--- config.mk ---
export PLATFORM = sky130hd
export DESIGN_NAME = udma_i2c_rx_packer
export DESIGN_NICKNAME = d
export VERILOG_FILES = /design/src/rtl/udma_pkg.sv /design/src/rtl/udma_i2c_rx_fifo.sv /design/src/rtl/udma_i2c_rx_packer.sv
export SDC_FILE = /design/constraint.sdc
export NUM_CORES = 1
export LEC_CHECK = 0
export BUFFER_PORTS_ARGS = -buffer_cell sky130_fd_sc_hd__buf_2
export CAP_MARGIN = 20
export CORE_MARGIN = 2
export CORE_UTILIZATION = 40
export CTS_CLUSTER_SIZE = 40
export DETAILED_ROUTE_END_ITERATION = 8
export PLACE_DENSITY = 0.64
export SLEW_MARGIN = 20
export SYNTH_ARGS = -nofsm -noshare
export SYNTH_HDL_FRONTEND = slang
export SYNTH_SLANG_ARGS = --single-unit
--- constraint.sdc ---
create_clock -name sys_clk_i -period 6.8 [get_ports sys_clk_i]
set_input_delay 0.68 -clock sys_clk_i [delete_from_list [all_inputs] [get_ports sys_clk_i]]
set_output_delay 0.68 -clock sys_clk_i [all_outputs]
set_load 0.02 [all_outputs]
--- src/rtl/udma_pkg.sv ---
// Shared datasize encodings, assembler state type and size helpers for the uDMA I2C RX packer.
package udma_pkg;

  localparam logic [1:0] DS_BYTE = 2'd0;
  localparam logic [1:0] DS_HALF = 2'd1;
  localparam logic [1:0] DS_WORD = 2'd2;

  typedef enum logic [1:0] {
    ASM_IDLE = 2'd0,
    ASM_FILL = 2'd1,
    ASM_FULL = 2'd2
  } asm_state_e;

  // Reserved encoding 3 behaves as a word; result never exceeds what the bus can carry.
  function automatic logic [1:0] ds_clamp(input logic [1:0] cfg, input logic [1:0] max_ds);
    logic [1:0] ds;
    ds = (cfg == 2'd3) ? DS_WORD : cfg;
    return (ds > max_ds) ? max_ds : ds;
  endfunction

  function automatic logic [2:0] ds_nbytes(input logic [1:0] ds);
    logic [2:0] n;
    case (ds)
      DS_BYTE: n = 3'd1;
      DS_HALF: n = 3'd2;
      default: n = 3'd4;
    endcase
    return n;
  endfunction

endpackage

--- src/rtl/udma_i2c_rx_fifo.sv ---
// Small register FIFO with wrap-bit pointers; a push into a full FIFO is allowed when a pop
// happens on the same edge.
module udma_i2c_rx_fifo #(
  parameter int WIDTH = 34,
  parameter int DEPTH = 4
) (
  input  logic             clk_i,
  input  logic             rstn_i,
  input  logic             clr_i,
  input  logic             push_i,
  input  logic [WIDTH-1:0] wdata_i,
  input  logic             pop_i,
  output logic [WIDTH-1:0] rdata_o,
  output logic             full_o,
  output logic             empty_o
);

  localparam int AW = $clog2(DEPTH);
  localparam int PW = AW + 1;

  logic [PW-1:0]    wr_ptr_q, wr_ptr_d;
  logic [PW-1:0]    rd_ptr_q, rd_ptr_d;
  logic [WIDTH-1:0] mem_q [DEPTH];
  logic [WIDTH-1:0] mem_d [DEPTH];
  logic             do_push_s;
  logic             do_pop_s;

  assign empty_o   = (wr_ptr_q == rd_ptr_q);
  assign full_o    = (wr_ptr_q[AW] != rd_ptr_q[AW]) && (wr_ptr_q[AW-1:0] == rd_ptr_q[AW-1:0]);
  assign do_pop_s  = pop_i && !empty_o;
  assign do_push_s = push_i && (!full_o || do_pop_s);
  assign rdata_o   = mem_q[rd_ptr_q[AW-1:0]];

  // Pointer and storage update; clear only rewinds the pointers.
  always_comb begin
    wr_ptr_d = wr_ptr_q;
    rd_ptr_d = rd_ptr_q;
    mem_d    = mem_q;
    if (clr_i) begin
      wr_ptr_d = '0;
      rd_ptr_d = '0;
    end else begin
      if (do_push_s) begin
        mem_d[wr_ptr_q[AW-1:0]] = wdata_i;
        wr_ptr_d = wr_ptr_q + PW'(1);
      end else begin
        wr_ptr_d = wr_ptr_q;
      end
      if (do_pop_s) begin
        rd_ptr_d = rd_ptr_q + PW'(1);
      end else begin
        rd_ptr_d = rd_ptr_q;
      end
    end
  end

  // FIFO state registers.
  always_ff @(posedge clk_i or negedge rstn_i) begin
    if (!rstn_i) begin
      wr_ptr_q <= '0;
      rd_ptr_q <= '0;
      for (int i = 0; i < DEPTH; i++) begin
        mem_q[i] <= '0;
      end
    end else begin
      wr_ptr_q <= wr_ptr_d;
      rd_ptr_q <= rd_ptr_d;
      mem_q    <= mem_d;
    end
  end

endmodule

--- src/rtl/udma_i2c_rx_packer.sv ---
// Packs I2C RX bytes little-endian into uDMA words and queues them in a small FIFO.
// Optional saturating pushed-word counter: define UDMA_I2C_RX_PACKER_STATS_EN.
module udma_i2c_rx_packer
  import udma_pkg::*;
#(
  parameter int DATA_WIDTH = 32,
  parameter int FIFO_DEPTH = 4
) (
  input  logic                  sys_clk_i,
  input  logic                  rstn_i,
  input  logic [1:0]            cfg_datasize_i,
  input  logic                  cfg_clr_i,
  input  logic [7:0]            byte_i,
  input  logic                  byte_valid_i,
  output logic                  byte_ready_o,
  input  logic                  eot_i,
  output logic [DATA_WIDTH-1:0] rx_data_o,
  output logic [1:0]            rx_datasize_o,
  output logic                  rx_valid_o,
  input  logic                  rx_ready_i,
  output logic                  busy_o
`ifdef UDMA_I2C_RX_PACKER_STATS_EN
  ,
  output logic [15:0]           stat_words_o
`endif
);

  localparam int         NB     = DATA_WIDTH / 8;
  localparam logic [1:0] MAX_DS = (DATA_WIDTH == 8)  ? DS_BYTE :
                                  (DATA_WIDTH == 16) ? DS_HALF : DS_WORD;

  asm_state_e            state_q, state_d;
  logic [2:0]            cnt_q, cnt_d;
  logic [DATA_WIDTH-1:0] word_q, word_d;
  logic [1:0]            ds_q, ds_d;

  logic                  accept_s;
  logic                  complete_s;
  logic                  flush_s;
  logic                  can_push_s;
  logic                  push_s;
  logic                  pop_s;
  logic [1:0]            ds_cur_s;
  logic [DATA_WIDTH+1:0] push_data_s;
  logic [DATA_WIDTH+1:0] fifo_rdata_s;
  logic                  fifo_full_s;
  logic                  fifo_empty_s;

  assign accept_s   = byte_valid_i && byte_ready_o;
  assign pop_s      = !fifo_empty_s && rx_ready_i;
  assign can_push_s = !fifo_full_s || pop_s;

  // Assembler state register.
  always_ff @(posedge sys_clk_i or negedge rstn_i) begin
    if (!rstn_i) begin
      state_q <= ASM_IDLE;
      cnt_q   <= 3'd0;
      word_q  <= '0;
      ds_q    <= DS_BYTE;
    end else begin
      state_q <= state_d;
      cnt_q   <= cnt_d;
      word_q  <= word_d;
      ds_q    <= ds_d;
    end
  end

  // Next-state: byte insertion, completion/flush and the FIFO write decision.
  always_comb begin
    state_d     = state_q;
    cnt_d       = cnt_q;
    word_d      = word_q;
    ds_d        = ds_q;
    push_s      = 1'b0;
    push_data_s = {ds_q, word_q};
    complete_s  = 1'b0;
    flush_s     = 1'b0;
    ds_cur_s    = (state_q == ASM_IDLE) ? ds_clamp(cfg_datasize_i, MAX_DS) : ds_q;
    if (cfg_clr_i) begin
      state_d = ASM_IDLE;
      cnt_d   = 3'd0;
      word_d  = '0;
      ds_d    = DS_BYTE;
    end else begin
      case (state_q)
        ASM_FULL: begin
          // Any end-of-transfer seen while holding a word is dropped: the word is already closed.
          if (can_push_s) begin
            push_s  = 1'b1;
            state_d = ASM_IDLE;
            cnt_d   = 3'd0;
            word_d  = '0;
          end else begin
            state_d = ASM_FULL;
          end
        end
        default: begin
          if (accept_s) begin
            for (int i = 0; i < NB; i++) begin
              if (cnt_q == 3'(i)) begin
                word_d[8*i +: 8] = byte_i;
              end else begin
                word_d[8*i +: 8] = word_q[8*i +: 8];
              end
            end
            cnt_d      = cnt_q + 3'd1;
            ds_d       = ds_cur_s;
            complete_s = ((cnt_q + 3'd1) == ds_nbytes(ds_cur_s));
          end else begin
            cnt_d = cnt_q;
          end
          flush_s     = !complete_s && eot_i && (cnt_d != 3'd0);
          push_data_s = {ds_d, word_d};
          if (complete_s || flush_s) begin
            if (can_push_s) begin
              push_s  = 1'b1;
              state_d = ASM_IDLE;
              cnt_d   = 3'd0;
              word_d  = '0;
            end else begin
              state_d = ASM_FULL;
            end
          end else if (cnt_d != 3'd0) begin
            state_d = ASM_FILL;
          end else begin
            state_d = ASM_IDLE;
          end
        end
      endcase
    end
  end

  // Handshake and status outputs.
  always_comb begin
    byte_ready_o = !cfg_clr_i && (state_q != ASM_FULL);
    busy_o       = (state_q != ASM_IDLE) || !fifo_empty_s;
  end

  assign rx_valid_o    = !fifo_empty_s;
  assign rx_data_o     = fifo_rdata_s[DATA_WIDTH-1:0];
  assign rx_datasize_o = fifo_rdata_s[DATA_WIDTH +: 2];

  udma_i2c_rx_fifo #(
    .WIDTH (DATA_WIDTH + 2),
    .DEPTH (FIFO_DEPTH)
  ) u_fifo (
    .clk_i   (sys_clk_i),
    .rstn_i  (rstn_i),
    .clr_i   (cfg_clr_i),
    .push_i  (push_s),
    .wdata_i (push_data_s),
    .pop_i   (pop_s),
    .rdata_o (fifo_rdata_s),
    .full_o  (fifo_full_s),
    .empty_o (fifo_empty_s)
  );

`ifdef UDMA_I2C_RX_PACKER_STATS_EN
  logic [15:0] stat_q, stat_d;

  // Saturating count of words written into the FIFO.
  always_comb begin
    stat_d = stat_q;
    if (cfg_clr_i) begin
      stat_d = 16'd0;
    end else if (push_s && (stat_q != 16'hFFFF)) begin
      stat_d = stat_q + 16'd1;
    end else begin
      stat_d = stat_q;
    end
  end

  // Counter register.
  always_ff @(posedge sys_clk_i or negedge rstn_i) begin
    if (!rstn_i) begin
      stat_q <= 16'd0;
    end else begin
      stat_q <= stat_d;
    end
  end

  assign stat_words_o = stat_q;
`endif

endmodule

-- Word-level counts from Yosys, hierarchy flattened
Cells that the tools add are included.
- register bits: 181
- input bits: 16
- word-level logic and storage cells: 110
- output and inout port bits: 37
- reduce and logical (&&, ||, !) cells: 25
- eq/ne operators: 13
- add/subtract/negate cells: 3
- multiplexer cells: 52
- magnitude comparators: 4
- bitwise logic cells: 3
- operators by type and width (operator ; count):
    $mux 32 ; 6
    $mux 34 ; 5
    $bwmux 136 ; 1
    $bmux 34 s2 ; 1
    $demux 34 s2 ; 1
    $mux 3 ; 15
    $mux 8 ; 4
    $mux 2 ; 10
    $add 3x1->3 const B ; 3
    $logic_and 1x1->1 ; 9
    $mux 1 ; 8
    $eq 3x2->1 const B ; 2
    $eq 3x3->1 ; 2
    $ge 3x3->1 const B ; 2
    $not 2->3 ; 2
    $pmux 3 s2 ; 1
    $reduce_bool 2->1 ; 3
    $eq 2x2->1 const B ; 2
    $logic_not 1->1 ; 4
    $logic_not 2->1 ; 2
    $logic_or 1x1->1 ; 4
    $ne 2x2->1 const B ; 2
    $eq 3x1->1 const B ; 1
    $logic_not 3->1 ; 1
    9 further kinds ; 9

-- Logic depth before layout (Yosys ltp)
- depth in word-level cells: 24
- depth in mapped cells: 11
- gate-level depth less buffers: 8

-- Cells and area by module
A second synthesis with hierarchy kept.
- cell total of the unflattened synthesis: 577
- area total of the unflattened synthesis: 9275.1 µm²
- modules (own cells, without submodules) (module ; seq. area each (µm²) ; area an instance (µm²) ; cells each ; times used):
    udma_i2c_rx_fifo ; 3553.4 ; 6974.2 ; 383 ; 1
    udma_i2c_rx_packer ; 975.9 ; 2301.0 ; 194 ; 1

-- Worst setup path before layout
Ideal clock, no wire load.
- kind: register to register
- from: register cnt_q[0]
- to: register u_fifo.mem_q[101] (netlist bit)
- slack: 4207 ps
- required time: 6672 ps
- data arrival time: 2466 ps
- setup time: 128 ps
- clock period less this slack: 2593 ps
- path buffers: 2
- stages on the path, launching flop included: 10
- cells stage by stage: dfrtp_1 -> buf_2 -> inv_1 -> ha_1 -> or2_2 -> o22ai_2 -> a31oi_4 -> nor2_2 -> buf_4 -> mux2_1
- longest elaborated chain between the ends: 14
- elaborated cells between the ends (all ways): 18
- classes of those cells: add/sub (1); eq/ne (1); mux (9); reduce/logical (7)
- RTL lines (what ; line ; RTL):
    start, declared ; udma_i2c_rx_packer.sv:33 ; logic [2:0] cnt_q, cnt_d;
    start signal, assigned ; udma_i2c_rx_packer.sv:62 ; cnt_q <= cnt_d;
    $add 3x1->3 ; udma_i2c_rx_packer.sv:106, udma_i2c_rx_packer.sv:108 ;
    $eq 3x3->1 ; udma_i2c_rx_packer.sv:108 ; complete_s = ((cnt_q + 3'd1) == ds_nbytes(ds_cur_s));
    $mux 1 ; udma_i2c_rx_packer.sv:98 ; if (accept_s) begin
    $mux 1 ; udma_i2c_rx_packer.sv:85 ; case (state_q)
    $mux 1 ; udma_i2c_rx_packer.sv:79 ; if (cfg_clr_i) begin
    $logic_not 1->1 ; udma_i2c_rx_packer.sv:112 ; flush_s = !complete_s && eot_i && (cnt_d != 3'd0);
    $logic_and 1x1->1 (2 in a row) ; udma_i2c_rx_packer.sv:112 ;
    $logic_or 1x1->1 (*) ; udma_i2c_rx_packer.sv:114 ; if (complete_s || flush_s) begin
    $mux 1 (*) ; udma_i2c_rx_packer.sv:114 ;
    $mux 1 (*) ; udma_i2c_rx_packer.sv:85 ;
    $mux 1 (*) ; udma_i2c_rx_packer.sv:79 ;
    $logic_and 1x1->1 (*) ; udma_i2c_rx_fifo.sv:31 ; assign do_push_s = push_i && (!full_o || do_pop_s);
    $reduce_and 2->1 (no line) (*) ; - ;
    end signal, assigned ; udma_i2c_rx_fifo.sv:68 ; mem_q <= mem_d;
    end, declared ; udma_i2c_rx_fifo.sv:23 ; logic [WIDTH-1:0] mem_q [DEPTH];
Every way passes the cells marked *; elsewhere a longest branch is shown, timed or not. The select of a mux whose other input is x is not followed.
A chain may end at the register's enable or synchronous reset.

-- Worst setup path in the final report
- from: register cnt_q[0]
- to: register u_fifo.mem_q[95] (netlist bit)
- longest elaborated chain between the ends: 14
- elaborated cells between the ends (all ways): 24
- classes of those cells: add/sub (1); eq/ne (2); mux (14); reduce/logical (7)
- RTL lines (what ; line):
    $add 3x1->3 ; udma_i2c_rx_packer.sv:106, udma_i2c_rx_packer.sv:108
    $eq 3x3->1 ; udma_i2c_rx_packer.sv:108
    $mux 1 ; udma_i2c_rx_packer.sv:98
    $mux 1 ; udma_i2c_rx_packer.sv:85
    $mux 1 ; udma_i2c_rx_packer.sv:79
    $logic_not 1->1 ; udma_i2c_rx_packer.sv:112
    $logic_and 1x1->1 (2 in a row) ; udma_i2c_rx_packer.sv:112
    $logic_or 1x1->1 ; udma_i2c_rx_packer.sv:114
    $mux 1 ; udma_i2c_rx_packer.sv:114
    $mux 1 ; udma_i2c_rx_packer.sv:85
    $mux 1 ; udma_i2c_rx_packer.sv:79
    $logic_and 1x1->1 ; udma_i2c_rx_fifo.sv:31
    $reduce_and 2->1 (no line) ; -
Parallel ways exist; a longest one is shown, timed or not. The select of a mux whose other input is x is not followed.

==> results.md <==
- Routed len/inst: 21.28 um
- Slew margin rel.: 39.02%
- Top Ports: 53
- Residual DRC count: 0
- Largest clock skew in the final design: 0.007955 ns
- Cell area power density: 265.1 nW/um2
- Final Hold Fails: 0
- Std-Cell Core Area: 21960 um2
- Global router's overall resource usage: 17.89%
- Most used standard cell by instance count after synthesis: sky130_fd_sc_hd__dfrtp_1
- Antenna fix cells: 0
- Slew at the pin closest to its max-slew limit: 0.9147 ns
- Total via count in the routed design: 5336
- Crit path capture type: register
- Post-layout min period: 3.341 ns
- Portion of the post-synthesis area used by sequential elements: 50.28%
- Synth Net Count: 641
- Area of the die: 23740 um2
- Final setup violating endpoints: 0
- Pin count of the biggest net entering global routing: 111
- Final sum of negative setup slack: 0 ns
- Vias per cell: 5.623
- Vias in the first global route: 5678
- Cell type with the highest aggregate area in the netlist: sky130_fd_sc_hd__dfrtp_1
- Required time worst endpoint: 7.11 ns
- Cell at the root of the clock tree: sky130_fd_sc_hd__clkbuf_16
- Total gr overflow: 0
- Weighted congestion at the end of routability-driven global placement: 0.9050
- Initial antenna violation count: 0
- Leakage power: 4.689 nW
- Max Buffers Root-to-Sink: 2
- Routed Antenna Nets: 0
- Critical path startpoint category: register
- Worst-skew pair later-pin latency: 0.43 ns
- Horiz. Die Dim: 154.1 um
- Htree depth: 4
- Count of flip-flops with a built-in enable after synthesis: 0
- Share of the clock period used by the worst path after layout: 49.13%
- Outcome: finished clean
- Placement Setup Slack: 3.489 ns
- Placed inst area: 9458 um2
- Worst IR drop on VDD: 0.1521 mV
- Number of filler instances in the final layout: 1891
- Number of max-slew violations in the final report: 0
- Fraction of synthesized cell area taken by the top area cell type: 50.28%
- Initial cell density of the core: 41.03%
- Worst-case hold slack: 0.3476 ns
- Post-synthesis instance area: 9009 um2
- Routed wire length: 20200 um
- Most common flop cell mapped by yosys: sky130_fd_sc_hd__dfrtp_1
- Worst endpoint data arrival time: 3.65 ns
- Clock-pin slew of the registers on the worst-case setup and hold paths: 0.06 ns
- Final cell area excluding filler cells: 10020 um2
- Num CTS Buffers: 17
- Die boundary height: 154.1 um
- Synthesis-stage register bit count: 181
- Drt first-iter violations: 495
- PortBufs: 52
- Total of max-cap violations: 0
- Cells after Synth: 615
- Synth cell types: 51
- Critical setup path kind: register to register
- Most numerous cell types in the synthesized netlist: sky130_fd_sc_hd__dfrtp_1, sky130_fd_sc_hd__mux2_4, sky130_fd_sc_hd__nand2_1
- Smallest setup slack after layout: 3.459 ns
- Highest clock frequency the design can meet: 299.3 MHz
- Fraction of layout instances using a drive strength above 1: 40.51%
- Site Rows: 54
- Global-route wire length before repair: 32950 um
- Share of synthesized flip-flops with an asynchronous set or reset: 100.0%
- Post CTS Setup Buffer Count: 0
- Avg Synthesized Cell Area: 14.65 um2
- Unrepaired setup endpoints after global routing: no
- Final core utilization: 45.62%
- Half-perimeter wire length after detailed placement: 12620 um
- Number of detailed-routing iterations run before antenna repair: 5
- Clock sink total: 181
- Number of cells upsized or downsized after cts: 0
- Clock tree from TritonCTS: done
- Final nets: 683
- Ranking of synthesized cells by area: sky130_fd_sc_hd__dfrtp_1, sky130_fd_sc_hd__mux2_4, sky130_fd_sc_hd__mux4_2, sky130_fd_sc_hd__mux2_2, sky130_fd_sc_hd__mux2_1
- Synthesis Warnings: 0
- Path type of the worst min-delay path: input pin to async pin
- Crit-path max FO: 21
- Synth-to-Final Area Change: 11.19%
- Post-cts hold buffer count: 0
-- cell usage in the layout, fill, tap and decap left out, types with 4 or more instances in the layout --
master,synthesis,layout
sky130_fd_sc_hd__mux2_1,30,30
sky130_fd_sc_hd__buf_4,3,9
sky130_fd_sc_hd__a21oi_1,5,5
sky130_fd_sc_hd__nor2b_1,6,6
sky130_fd_sc_hd__buf_2,9,51
sky130_fd_sc_hd__xor2_1,4,4
sky130_fd_sc_hd__mux2_4,90,90
sky130_fd_sc_hd__clkbuf_16,0,17
sky130_fd_sc_hd__o32ai_1,25,25
sky130_fd_sc_hd__nor2_1,16,16
sky130_fd_sc_hd__dfrtp_1,181,180
sky130_fd_sc_hd__nand2_1,50,50
sky130_fd_sc_hd__mux4_2,34,34
sky130_fd_sc_hd__mux2_2,42,42
sky130_fd_sc_hd__clkinv_2,0,4
sky130_fd_sc_hd__inv_1,14,14
sky130_fd_sc_hd__nand3_1,6,6
sky130_fd_sc_hd__ha_1,10,10
sky130_fd_sc_hd__o21ai_0,14,14
sky130_fd_sc_hd__a2bb2o_1,8,8
-- state kept, by name, indices dropped and copies added, names as in the netlist --
register / flops
u_fifo.mem_q: 136
word_q: 32
cnt_q: 3
u_fifo.rd_ptr_q: 3
u_fifo.wr_ptr_q: 3
ds_q: 2
state_q: 2
-- through the flow --
stage | total power, mW | instances
final | 2.655 | 949
after detailed placement | 1.739 | 918
after CTS | 2.687 | 949
after global placement | 1.720 | 918
after floorplan | 1.589 | 615
after global routing | 2.773 | 949
-- cell type report --
class	instances	area, um2	area share, %
flip-flops and latches	181	4531	45.23
multi-input cells	382	4190	41.83
clock buffers	20	456.7	4.559
well taps	280	350.3	3.497
repair buffers	61	336.6	3.360
clock inverters	11	100.1	0.9993
inverters	14	52.55	0.5246
-- final timing paths --
kind / end / cells after the start / startpoint / slack, ns
min reg2reg: u_fifo.mem_q[76] / 1 / u_fifo.mem_q[76] / 0.49
min in group sys_clk_i: u_fifo.mem_q[76] / 1 / u_fifo.mem_q[76] / 0.49
max reg2reg: u_fifo.mem_q[95] / 8 / cnt_q[0] / 3.46
min: u_fifo.rd_ptr_q[1] / 1 / rstn_i / 0.35
max: u_fifo.mem_q[95] / 8 / cnt_q[0] / 3.46
max in group asynchronous: u_fifo.rd_ptr_q[0] / 2 / rstn_i / 5.02
-- logic make-up (layout without fill, tap and decap cells) --
| family | count (synthesis) | count (layout) | synth area share (%) |
|---|---|---|---|
| AO/OA/AOI/OAI | 70 | 70 | 6.583 |
| adder cells (fa/ha/maj) | 10 | 10 | 1.389 |
| buffers and inverters | 52 | 106 | 3.264 |
| AND/OR/NAND/NOR | 99 | 99 | 5.139 |
| XOR/XNOR | 5 | 5 | 0.4861 |
| flip-flops | 181 | 181 | 50.28 |
| multiplexers | 198 | 198 | 32.86 |
-- power by group --
group          leakage, nW  switching [mW]  internal (mW)  total, mW
Sequential            2.50          0.0478           1.15       1.20
Combinational         1.91           0.284          0.227      0.511
Clock                0.272           0.420          0.523      0.942
-- critical path, cell delays in order (launching register included) --
cell,delay [ns]
sky130_fd_sc_hd__dfrtp_1,0.60
sky130_fd_sc_hd__inv_1,0.18
sky130_fd_sc_hd__ha_1,0.38
sky130_fd_sc_hd__or2_2,0.32
sky130_fd_sc_hd__o22ai_2,0.25
sky130_fd_sc_hd__a31oi_4,0.19
sky130_fd_sc_hd__nor2_4,0.48
sky130_fd_sc_hd__buf_4,0.43
sky130_fd_sc_hd__mux2_2,0.38
-- layer usage --
layer	wire length, um	GRT usage (%)	part of all wire [%]	up-vias
li1	-	-	-	2353
met1	9432	24.76	47	2857
met2	9980	29.19	49	108
met3	594	3.354	2.9	18
met4	192	4.539	0.95	0
met5	0	0	0	-
Power figures use the tool's default switching activity.
